<file path="config.mk">
export PLATFORM = sky130hd
export DESIGN_NAME = mux2_arbiter
export DESIGN_NICKNAME = d
export VERILOG_FILES = /design/src/rtl/mux2_arbiter.sv
export SDC_FILE = /design/constraint.sdc
export NUM_CORES = 1
export LEC_CHECK = 0
export CAP_MARGIN = 0
export CORE_MARGIN = 2
export CORE_UTILIZATION = 33
export DETAILED_ROUTE_END_ITERATION = 12
export PLACE_DENSITY = 0.7
export SYNTH_ARGS = -nofsm -noshare
export SYNTH_HDL_FRONTEND = slang
export SYNTH_SLANG_ARGS = --single-unit
</file>
<file path="constraint.sdc">
create_clock -name clk -period 1.2 [get_ports clk]
set_input_delay 0.12 -clock clk [delete_from_list [all_inputs] [get_ports clk]]
set_output_delay 0.12 -clock clk [all_outputs]
set_load 0.05 [all_outputs]
</file>
<file path="src/rtl/mux2_arbiter.sv">
// mux2_arbiter: two-requester round-robin arbiter with a one-entry output buffer.
// It chooses which valid/ready requester goes next and steers that requester
// through the shared mux2 datapath; the registered grant drives mux2.select.
// Optional feature: define MUX2_ARBITER_BURST_LOCK_EN to hold the grant on one
// requester until it delivers a beat with its last flag set. Without the macro,
// arbitration runs per beat and the last flags only pass through to out_last.
module mux2_arbiter #(
    parameter int N = 8
) (
    input  logic         clk,
    input  logic         rst,
    input  logic [N-1:0] in0_data,
    input  logic         in0_valid,
    input  logic         in0_last,
    output logic         in0_ready,
    input  logic [N-1:0] in1_data,
    input  logic         in1_valid,
    input  logic         in1_last,
    output logic         in1_ready,
    output logic [N-1:0] out_data,
    output logic         out_valid,
    output logic         out_last,
    input  logic         out_ready,
    output logic         select
);

    // EMPTY and FULL mirror the buffer occupancy; LOCKED means a burst owns
    // the grant (reachable only when burst lock is compiled in).
    typedef enum logic [1:0] {
        EMPTY  = 2'd0,
        FULL   = 2'd1,
        LOCKED = 2'd2
    } state_t;

    state_t         r_state;
    state_t         w_stateNext;
    logic           r_outValid;
    logic [N-1:0]   r_outData;
    logic           r_outLast;
    logic           r_select;
    logic           r_lastServed;

    logic           w_space;
    logic           w_in0Ready;
    logic           w_in1Ready;
    logic           w_accept;
    logic [N-1:0]   w_muxData;
    logic           w_muxLast;
    logic           w_outValidNext;
    logic [N-1:0]   w_outDataNext;
    logic           w_outLastNext;
    logic           w_lastServedNext;
    logic           w_lockNext;
    logic           w_selectNext;

    // Handshake: the buffer has room when empty or draining this cycle, and
    // only the currently granted requester sees ready; reset blocks both.
    always_comb begin
        w_space    = !r_outValid || out_ready;
        w_in0Ready = w_space && (r_select == 1'b0) && !rst;
        w_in1Ready = w_space && (r_select == 1'b1) && !rst;
        w_accept   = (w_in0Ready && in0_valid) || (w_in1Ready && in1_valid);
    end

    // Shared mux2 datapath steered by the registered grant.
    always_comb begin
        w_muxData = r_select ? in1_data : in0_data;
        w_muxLast = r_select ? in1_last : in0_last;
    end

    // Output buffer next state: load on accept (even while draining), clear
    // valid on a drain with nothing new, otherwise hold everything stable.
    always_comb begin
        w_outValidNext   = r_outValid;
        w_outDataNext    = r_outData;
        w_outLastNext    = r_outLast;
        w_lastServedNext = r_lastServed;
        if (w_accept) begin
            w_outValidNext   = 1'b1;
            w_outDataNext    = w_muxData;
            w_outLastNext    = w_muxLast;
            w_lastServedNext = r_select;
        end else if (out_ready) begin
            w_outValidNext   = 1'b0;
        end
    end

    // Burst lock: an accepted beat without last keeps the grant, a beat with
    // last releases it. Without the feature the lock never engages.
    always_comb begin
        w_lockNext = (r_state == LOCKED);
`ifdef MUX2_ARBITER_BURST_LOCK_EN
        if (w_accept) begin
            w_lockNext = !w_muxLast;
        end
`else
        w_lockNext = 1'b0;
`endif
        if (w_lockNext) begin
            w_stateNext = LOCKED;
        end else if (w_outValidNext) begin
            w_stateNext = FULL;
        end else begin
            w_stateNext = EMPTY;
        end
    end

    // Next grant from current valids and the post-update service history, so
    // contention alternates every cycle; a held lock freezes the grant.
    always_comb begin
        w_selectNext = r_select;
        if (w_stateNext != LOCKED) begin
            if (in0_valid && !in1_valid) begin
                w_selectNext = 1'b0;
            end else if (in1_valid && !in0_valid) begin
                w_selectNext = 1'b1;
            end else if (in0_valid && in1_valid) begin
                w_selectNext = !w_lastServedNext;
            end
        end
    end

    // State register with synchronous reset; any buffered beat is discarded.
    always_ff @(posedge clk) begin
        if (rst) begin
            r_state      <= EMPTY;
            r_outValid   <= 1'b0;
            r_outData    <= '0;
            r_outLast    <= 1'b0;
            r_select     <= 1'b0;
            r_lastServed <= 1'b1;
        end else begin
            r_state      <= w_stateNext;
            r_outValid   <= w_outValidNext;
            r_outData    <= w_outDataNext;
            r_outLast    <= w_outLastNext;
            r_select     <= w_selectNext;
            r_lastServed <= w_lastServedNext;
        end
    end

    assign in0_ready = w_in0Ready;
    assign in1_ready = w_in1Ready;
    assign out_data  = r_outData;
    assign out_valid = r_outValid;
    assign out_last  = r_outLast;
    assign select    = r_select;

endmodule

</file>
* Yosys cells after proc, flatten, opt, wreduce, memory -nomap -nowiden *
Cells that the tools add are included.
W data, S select, Z words.

operators by class
  div/mod/pow operators = 0
  $lt $le $gt $ge = 0
  eq/ne operators = 1
  shifts and indexed selects = 0
  add/sub/neg operators = 0
  bitwise gates (word level) = 1
  muxes and demuxes = 9
  multiply operators = 0
  reduce and logical (&&, ||, !) cells = 18

operators with widths
  kind                  number
  $logic_and A1 B1 Y1   9
  $mux W1               8
  $mux W8               1
  $logic_not A1 Y1      5
  $reduce_bool A3 Y1    1
  $logic_or A1 B1 Y1    2
  $ne A2 B2 Y1 const B  1
  $reduce_and A2 Y1     1
  $not A1 Y1            1

storage, ports and cells
  memories kept = 0
  output and inout port bits = 13
  word-level logic and storage cells = 34
  memory bits (read-only) = 0
  latch bits = 0
  bits in registers = 12
  bits in writable memories = 0

* Longest topological paths before layout *
Gate-level depths: netlist (run 1).

  depth after elaboration = 11
  mapped depth = 5
  mapped depth without buffers = 3

* Least setup slack after synthesis (run 1) *
OpenSTA, ideal clock, no wires.

  path type = register -> output
  start = register r_select, in the netlist select
  end = output in1_ready
  data arrival time = 2,118 ps
  slack = -1,038 ps
  cell stages (with the launch flop) = 5
  cells stage by stage = dfxtp_1 -> buf_6 -> buf_6 -> inv_1 -> nor3_1

between the ends
  longest elaborated chain between the ends = 2

RTL lines
  item                              line  text
  from (decl)                       40    logic r_select;
  from (signal assigned)            137   r_select <= w_selectNext;
  $logic_and A1 B1 Y1 (2 in a row)  61    w_in1Ready = w_space && (r_select == 1'b1) && !rst;
  to (decl)                         19    output logic in1_ready,

Every way passes these cells.

* Final worst setup path (run 1) *
  start = register r_select, in the netlist select
  end = register r_outData[3], in the netlist out_data[3]

between the ends
  longest elaborated chain between the ends = 5
  elaborated cells between the ends (all ways) = 9
  those cells by class = mux (1); bitwise (1); reduce/logical (7)

RTL lines
  item                              line  text
  $not A1 Y1                        60    w_in0Ready = w_space && (r_select == 1'b0) && !rst;
  $logic_and A1 B1 Y1 (2 in a row)  60
  $logic_and A1 B1 Y1               62    w_accept = (w_in0Ready && in0_valid) || (w_in1Ready && in1_valid);
  $logic_or A1 B1 Y1                62
  to (signal assigned)              135   r_outData <= w_outDataNext;
  to (decl)                         38    logic [N-1:0] r_outData;

Several ways; a longest one is shown, not always the timed one.
A chain may end at the register's enable or synchronous reset.

==> flow_summary.json, run 1 <==
{
  "run_status": "finished, violations left",
  "violations": "setup timing",
  "drc": 0,
  "grt_pass1_wl_um": 3260,
  "yosys.area_share.simple": 0.222,
  "wire_per_inst_um": 14.7,
  "die_area_um2": 2300,
  "antenna_found_initial": 0,
  "synth_xor_area_frac": 0,
  "drtPass1Iterations": 4,
  "syn_area_um2": 638,
  "initial_utilization": 0.362,
  "ant_nets": 0,
  "routed_via_density": 5.14,
  "ys_seq_elements": 12,
  "cp-start-kind": "register",
  "rsz0062_at_grt": "true",
  "die_h_um": 48.0,
  "worstSetupEndpointType": "register",
  "worstPathRequired_ps": 1420,
  "clock_latency_ps": 270,
  "synth_most_common_cell": "dfxtp_1",
  "max-vdd-ir-drop_mv": 0.915,
  "synthDominantCellAreaShare": 0.376,
  "cts_buffers": 3,
  "place.gp.congestion": 0.720,
  "cts_max_level": 1,
  "grt.overflow.total": 0,
  "critPathArrivalTime_ps": 1510,
  "area_delta_synth_final_pct": 114,
  "hold_viol": 0,
  "finalPower_mw": 1.41,
  "root_buffer": "clkbuf_4",
  "hpwl_um": 1410,
  "hold_slack_ps": 391,
  "tightestPinTransition_ps": 453,
  "synth_top_family_by_area": "simple AND/OR/NAND/NOR gates",
  "antenna_cells": 0,
  "synthTopCellsByArea": "dfxtp_1 (38%), mux2i_1 (14%), o211ai_1 (12%)",
  "ios": 36,
  "path_class": "register to register",
  "timing.fmax_ghz": 0.778,
  "cts_tree": "built",
  "synthMuxAreaShare": 0.163,
  "final.min_clock_period_ps": 1290,
  "yosysWarnings": 0,
  "cts_buffer_depth": 2,
  "clk_pin_slew_ps": 80,
  "slew_viol_final": 0,
  "min_path_type": "primary input to register",
  "dieWidth_um": 48.0,
  "synthCells": 71,
  "synthAdderAreaFrac": 0,
  "synth_edf_count": 0,
  "p_leak_nw": 0.569,
  "fin_setup_tns_ps": -676,
  "ys_async_sr_fraction": 0,
  "io_buffers": 35,
  "nets": 147,
  "skew_ps": 1.98,
  "synth.largest_area_cell": "dfxtp_1",
  "synthFlopType": "dfxtp_1",
  "setup_ws_ps": -85.6,
  "core_area_um2": 1760,
  "hold_buffers": 0,
  "synthTopCellsByCount": "dfxtp_1 (12), o211ai_1 (10), mux2i_1 (9), nand2_1 (9), or4_1 (9)",
  "clock_sinks": 12,
  "grt_max_degree": 17,
  "regToRegSetupSlack_ps": -90,
  "timing.slew.headroom": 0.697,
  "dpl_cell_area_um2": 1240,
  "synth_compound_area_frac": 0.157,
  "post-route-period-util": 1.07,
  "drtIter0Drc": 10,
  "final_area_um2": 1360,
  "regArea_um2": 248,
  "cp_max_fo": 6,
  "grt_pass1_vias": 715,
  "powerDensity_nw_per_um2": 1040,
  "multi_input_area_um2": 417,
  "routed_wl_um": 2170,
  "ys_seq_area_frac": 0.376,
  "synth_area_per_cell_um2": 8.99,
  "maxCapViolCount": 0,
  "fillers": 116,
  "vias": 760,
  "drive_gt1_frac": 0.374,
  "syn_nets": 94,
  "setup_viol": 11,
  "placementRows": 15,
  "grtUsageTotal": 0.213,
  "synth.distinct_cells": 18
}
-- layer usage --
| layer | GRT usage | part of all wire |
|---|---|---|
| met3 | 0.0377 | 0.054 |
| met4 | 0.114 | 0.023 |
| met5 | 0 | 0 |
| met2 | 0.363 | 0.50 |
| met1 | 0.252 | 0.42 |
-- registers in the layout, indices dropped and copies added, names as in the netlist --
name          flops
select            1
out_data          8
out_valid         1
out_last          1
r_lastServed      1
-- stage by stage --
| stage | cells | util | setup WS [ps] |
|---|---|---|---|
| finish | 148 | 0.773 | -85.6 |
| global route | 148 | 0.773 | -131 |
| CTS | 146 | 0.757 | -102 |
| detailed placement | 136 | 0.704 | -275 |
| global placement | 136 | 0.704 | -228 |
| floorplan | 71 | - | -182 |
-- what timing repair did --
item	CTS	global route
pin swaps	2	1
setup buffers	5	1
resized for setup	7	2
cloned	1	1
endpoints found under the setup margin	11	11
-- power breakdown --
part	internal (mW)	switching (mW)	leakage [nW]	total, mW
clock	0.184	0.140	0.0210	0.324
sequential	0.435	0.0424	0.100	0.478
combinational	0.325	0.284	0.448	0.610
total	0.945	0.466	0.569	1.41
-- critical path: stages (launching register included) --
cell	delay, ps
dfxtp_4	380
buf_8	130
buf_6	130
mux2i_1	110
or4_1	400
nand2_1	80
-- layout by cell type (no fill, tap or decap), drive strengths merged --
cell and count:
a21oi 3, buf 30, clkbuf 4, clkdlybuf4s50 20, clkinv 1, dfxtp 12
dlygate4sd2 2, inv 2, mux2i 11, nand2 9, nand2b 1, nand3 2
nand3b 1, nor2b 2, nor3 2, o211ai 10, o21ai 2, or4 9
-- path summary, 6_finish.rpt --
kind / startpoint / to / cells past startpoint
setup / recovery: select / out_data[3] / 5
setup reg to reg: select / out_data[3] / 5
hold / removal: rst / out_data[7] / 4
hold reg to reg: r_lastServed / r_lastServed / 2
-- cell type report --
cell class	instances	share of cell area
flip-flops and latches	12	0.182
well taps	25	0.0229
multi-input cells	52	0.306
clock buffers	4	0.0266
repair buffers	52	0.455
inverters	3	0.00826
-- logic make-up (layout without fill, tap and decap cells) --
group,after synthesis,after routing
AOI/OAI and AO/OA,15,15
buffers and inverters,9,59
DFF,12,12
muxes,10,11
and+or+nand+nor,25,26
(Power assumes the default switching activity.)
==> run 2, diff against run 1 <==
--- a/config.mk
+++ b/config.mk
@@ -8,8 +8,11 @@
 export CAP_MARGIN = 0
 export CORE_MARGIN = 2
 export CORE_UTILIZATION = 33
+export CTS_CLUSTER_DIAMETER = 150
 export DETAILED_ROUTE_END_ITERATION = 12
 export PLACE_DENSITY = 0.7
+export REMOVE_ABC_BUFFERS = 1
+export SETUP_SLACK_MARGIN = 0.15
 export SYNTH_ARGS = -nofsm -noshare
 export SYNTH_HDL_FRONTEND = slang
 export SYNTH_SLANG_ARGS = --single-unit
==> run 2 against run 1 <==
The run still ends with setup timing left. Core utilization is 2.0 points lower. Register-to-register slack is essentially flat. Global-route usage down 1.8 points. Combinational power is 1% lower. Wire length shrank 4.1%. Hold slack gained 130 ps. Sequential share of layout area up 0.29 points. Sequential cell count stayed put. Clock power grew 1%. Die area unchanged. Largest cell class unchanged.
==> flow_summary.json, run 2 (synthesis results as in run 1) <==
{
  "largest_register_ffs": 8,
  "setup_viol": 11,
  "maxCapViolCount": 0,
  "rsz0062_at_grt": "true",
  "slew_viol_final": 0,
  "routed_via_density": 5.12,
  "fillers": 121,
  "worstSetupEndpointType": "register",
  "cpMaxStageDelayCell": "or4_1",
  "max-vdd-ir-drop_mv": 0.756,
  "critPathArrivalTime_ps": 1530,
  "p_leak_nw": 0.558,
  "hold_slack_ps": 517,
  "die_area_um2": 2300,
  "final_common_cell": "clkdlybuf4s50_1",
  "cts_buffers": 3,
  "min_path_type": "register to register",
  "violations": "setup timing",
  "holdPathEnd": "r_lastServed",
  "hold_viol": 0,
  "holdPathStages": 2,
  "critical_path.cell_chain": "mux2i_2 > buf_4 > or4_1 > nand2_1",
  "hpwl_um": 1490,
  "multi_input_area_um2": 394,
  "final_area_um2": 1330,
  "final_cell_mix": "clkdlybuf4s50_1 (22), buf_12 (12), buf_4 (12), o211ai_1 (10), dfxtp_1 (10)",
  "regToRegSetupSlack_ps": -100,
  "ios": 36,
  "antenna_found_initial": 0,
  "clock_latency_ps": 280,
  "area_delta_synth_final_pct": 108,
  "final.min_clock_period_ps": 1300,
  "timing.rr.start": "select",
  "drtIter0Drc": 8,
  "grt_pass1_vias": 688,
  "wire_per_inst_um": 14.4,
  "core_area_um2": 1760,
  "tightestPinTransition_ps": 243,
  "dieWidth_um": 48.0,
  "hold_start": "r_lastServed",
  "routed_wl_um": 2080,
  "stdcell_count": 145,
  "reg2reg_to": "out_data[0]",
  "slowest_delay_ps": 480,
  "worstPathRequired_ps": 1430,
  "grtUsageTotal": 0.195,
  "cp-start-kind": "register",
  "skew_ps": 3.03,
  "initial_utilization": 0.362,
  "cp_max_fo": 6,
  "clock_sinks": 12,
  "die_h_um": 48.0,
  "timing.fmax_ghz": 0.771,
  "antenna_cells": 0,
  "grt.overflow.total": 0,
  "drc": 0,
  "path_class": "register to register",
  "grt_max_degree": 14,
  "dpl_cell_area_um2": 1160,
  "clk_pin_slew_ps": 80,
  "cts_buffer_depth": 2,
  "vias": 742,
  "run_status": "finished, violations left",
  "hold_buffers": 0,
  "numPlacedInstances": 135,
  "cts_tree": "built",
  "nets": 144,
  "timing.slew.headroom": 0.837,
  "io_buffers": 35,
  "finalPower_mw": 1.41,
  "reg2regPathDepth": 4,
  "drtPass1Iterations": 4,
  "placementRows": 15,
  "post-route-period-util": 1.08,
  "regArea_um2": 245,
  "root_buffer": "clkbuf_4",
  "place.gp.congestion": 0.743,
  "ant_nets": 0,
  "powerDensity_nw_per_um2": 1060,
  "grt_pass1_wl_um": 3050,
  "cts_max_level": 1,
  "drive_gt1_frac": 0.392,
  "setup_ws_ps": -96.2
}
-- run 2: cell types whose count changed in the layout (fill, tap and decap cells not counted), sizes merged --
cell and delta:
buf -1, clkdlybuf4s50 +2, dlygate4sd2 -2, mux2i -1
nor2b -1
-- run 2: power breakdown --
| part | leakage, nW | internal (mW) | total, mW | switching [mW] |
|---|---|---|---|---|
| Sequential | 0.0999 | 0.436 | 0.476 | 0.0401 |
| Clock | 0.0210 | 0.185 | 0.328 | 0.143 |
| Combinational | 0.437 | 0.325 | 0.604 | 0.279 |
-- run 2: worst max-delay path by stage --
stage              start          end  slack [ps]
2_1_floorplan     select    in1_ready       -1180
3_3_place_gp   out_ready       select        -670
3_5_place_dp   out_ready       select        -750
4_1_cts           select  out_data[7]         -90
5_1_grt           select  out_data[3]        -140
6_report          select  out_data[0]        -100
-- run 2: worst max-delay path, delay by kind of cell (launching register included) --
kind,cells,cell delay (ps)
buf+inv,1,170
flops,1,370
mux,1,160
simple gates,2,550
-- run 2: timing repair --
action,in CTS,in global routing
pin swaps,1,1
setup endpoints to repair,14,15
resized for setup,13,10
cloned,0,0
buffers inserted,6,0
-- run 2: metal layers --
| metal | share of wire | up-vias | GRT usage |
|---|---|---|---|
| met5 | 0 | - | 0 |
| met4 | 0.020 | 0 | 0.0703 |
| met3 | 0.046 | 5 | 0.0604 |
| met2 | 0.51 | 25 | 0.349 |
| met1 | 0.42 | 347 | 0.214 |
| li1 | - | 365 | - |
-- run 2: final cells by class --
class	instances	share of cell area
multi-input combinational	50	0.297
sequential	12	0.185
clock buffer	4	0.0273
tap	25	0.0235
timing repair buffer	51	0.460
inverter	3	0.00847
-- run 2: per-stage QoR --
| stage | setup WS (ps) | setup TNS (ps) | util |
|---|---|---|---|
| floorplan | -1180 | -10570 | - |
| global placement | -671 | -7290 | 0.657 |
| detailed placement | -752 | -8100 | 0.657 |
| CTS | -93.3 | -801 | 0.736 |
| global route | -136 | -1230 | 0.753 |
| finish | -96.2 | -803 | 0.753 |
==> run 3, diff against run 2 <==
--- a/config.mk
+++ b/config.mk
@@ -7,12 +7,13 @@
 export LEC_CHECK = 0
 export CAP_MARGIN = 0
 export CORE_MARGIN = 2
-export CORE_UTILIZATION = 33
+export CORE_UTILIZATION = 39
 export CTS_CLUSTER_DIAMETER = 150
 export DETAILED_ROUTE_END_ITERATION = 12
-export PLACE_DENSITY = 0.7
+export PLACE_DENSITY = 0.78
 export REMOVE_ABC_BUFFERS = 1
 export SETUP_SLACK_MARGIN = 0.15
+export SLEW_MARGIN = 15
 export SYNTH_ARGS = -nofsm -noshare
 export SYNTH_HDL_FRONTEND = slang
 export SYNTH_SLANG_ARGS = --single-unit
==> constraint.sdc (replaced) <==
create_clock -name clk -period 1.5 [get_ports clk]
set_input_delay 0.15 -clock clk [delete_from_list [all_inputs] [get_ports clk]]
set_output_delay 0.15 -clock clk [all_outputs]
set_load 0.05 [all_outputs]
==> run 3 against run 2 <==
The run now ends clean. Clock power fell by 20%. Register-to-register slack improved by 230 ps. Global-route usage rose by 3.8 points. Critical endpoint is now out_data[3]. Largest cell class unchanged.
==> flow_summary.json, run 3 (synthesis results as in run 1) <==
{
  "place.gp.congestion": 0.812,
  "maxCapViolCount": 0,
  "ios": 36,
  "die_h_um": 44.5,
  "initial_utilization": 0.419,
  "wire_per_inst_um": 15.1,
  "hold_start": "out_ready",
  "drc": 0,
  "clock_sinks": 12,
  "fin_setup_tns_ps": 0,
  "cts_tree": "built",
  "critPathArrivalTime_ps": 1600,
  "skew_ps": 5.68,
  "powerDensity_nw_per_um2": 897,
  "rsz0062_at_grt": "true",
  "dieWidth_um": 44.5,
  "grt.overflow.total": 0,
  "largest_register_ffs": 8,
  "hold_slack_ps": 393,
  "cp_max_fo": 10,
  "antenna_found_initial": 0,
  "die_area_um2": 1980,
  "core_area_um2": 1520,
  "post-route-period-util": 0.914,
  "timing.rr.start": "select",
  "min_path_type": "primary input to register",
  "final.min_clock_period_ps": 1370,
  "finalPower_mw": 1.04,
  "ant_nets": 0,
  "run_status": "finished, final reports clean",
  "hold_viol": 0,
  "timing.slew.headroom": 0.756,
  "worstPathRequired_ps": 1730,
  "fillers": 107,
  "setup_viol": 0,
  "routed_via_density": 5.50,
  "setup_ws_ps": 129,
  "drtPass1Iterations": 4,
  "nets": 146,
  "place_ws_ps": -441,
  "grt_pass1_vias": 750,
  "cts_max_level": 1,
  "final_common_cell": "buf_4",
  "drive_gt1_frac": 0.328,
  "grt_pass1_wl_um": 3250,
  "clk_pin_slew_ps": 80,
  "root_buffer": "clkbuf_4",
  "io_buffers": 35,
  "slew_viol_final": 0,
  "worstSetupEndpointType": "register",
  "routed_wl_um": 2090,
  "cts_buffer_depth": 2,
  "path_class": "register to register",
  "p_leak_nw": 0.527,
  "grtUsageTotal": 0.233,
  "critPathLaunch": "select",
  "placementRows": 14,
  "tightestPinTransition_ps": 364,
  "antenna_cells": 0,
  "vias": 759,
  "hpwl_um": 1300,
  "clock_latency_ps": 280,
  "timing.fmax_ghz": 0.729,
  "final_cell_mix": "buf_4 (25), clkdlybuf4s50_1 (21), dfxtp_1 (11), o211ai_1 (10)",
  "cts_buffers": 3,
  "cp-start-kind": "register",
  "hold_buffers": 0,
  "area_delta_synth_final_pct": 81.0,
  "drtIter0Drc": 24,
  "grt_max_degree": 16,
  "max-vdd-ir-drop_mv": 0.669
}
run 3: area by class of cell:
type	instances	area, µm²	share of cell area
repair buffers	52	479	0.415
multi-input cells	51	367	0.317
flip-flops and latches	12	241	0.209
clock buffers	4	36.3	0.0314
well taps	16	20.0	0.0173
inverters	3	11.3	0.00975
run 3: repair_timing:
action | in CTS | in global routing
buffers inserted | 5 | 2
pin swaps | 1 | 2
endpoints found under the setup margin | 13 | 11
gates cloned | 1 | 0
resized for setup | 8 | 3
run 3: metrics by stage:
stage / instances / cell area, µm² / util
after floorplan: 65 / 597 / -
after global placement: 126 / 1020 / 0.671
after detailed placement: 126 / 1020 / 0.671
after CTS: 136 / 1130 / 0.744
after global routing: 138 / 1150 / 0.758
final: 138 / 1150 / 0.758
run 3: path summary, 6_finish.rpt:
kind	endpoint	slack, ps	cells past startpoint
min reg2reg	out_data[4]	490	2
max	out_data[3]	130	5
min	out_valid	390	3
max reg2reg	out_data[3]	130	5
run 3: worst max-delay path, stage by stage, from the launching register on:
cell	delay (ps)
dfxtp_2	330
buf_4	140
mux2i_2	160
buf_6	150
or4_1	470
nand2_1	80
run 3: per-layer routing:
layer	GRT usage	up-vias	wire length, µm
li1	-	370	-
met2	0.412	33	1080
met4	0.109	0	40
met5	0	-	0
met3	0.0898	4	172
met1	0.240	352	798
run 3: where the power goes:
group,internal [mW],leakage [nW],switching [mW],total (mW)
Clock,0.148,0.0210,0.115,0.263
Sequential,0.349,0.0994,0.0188,0.367
Combinational,0.188,0.406,0.217,0.405
Total,0.685,0.527,0.351,1.04
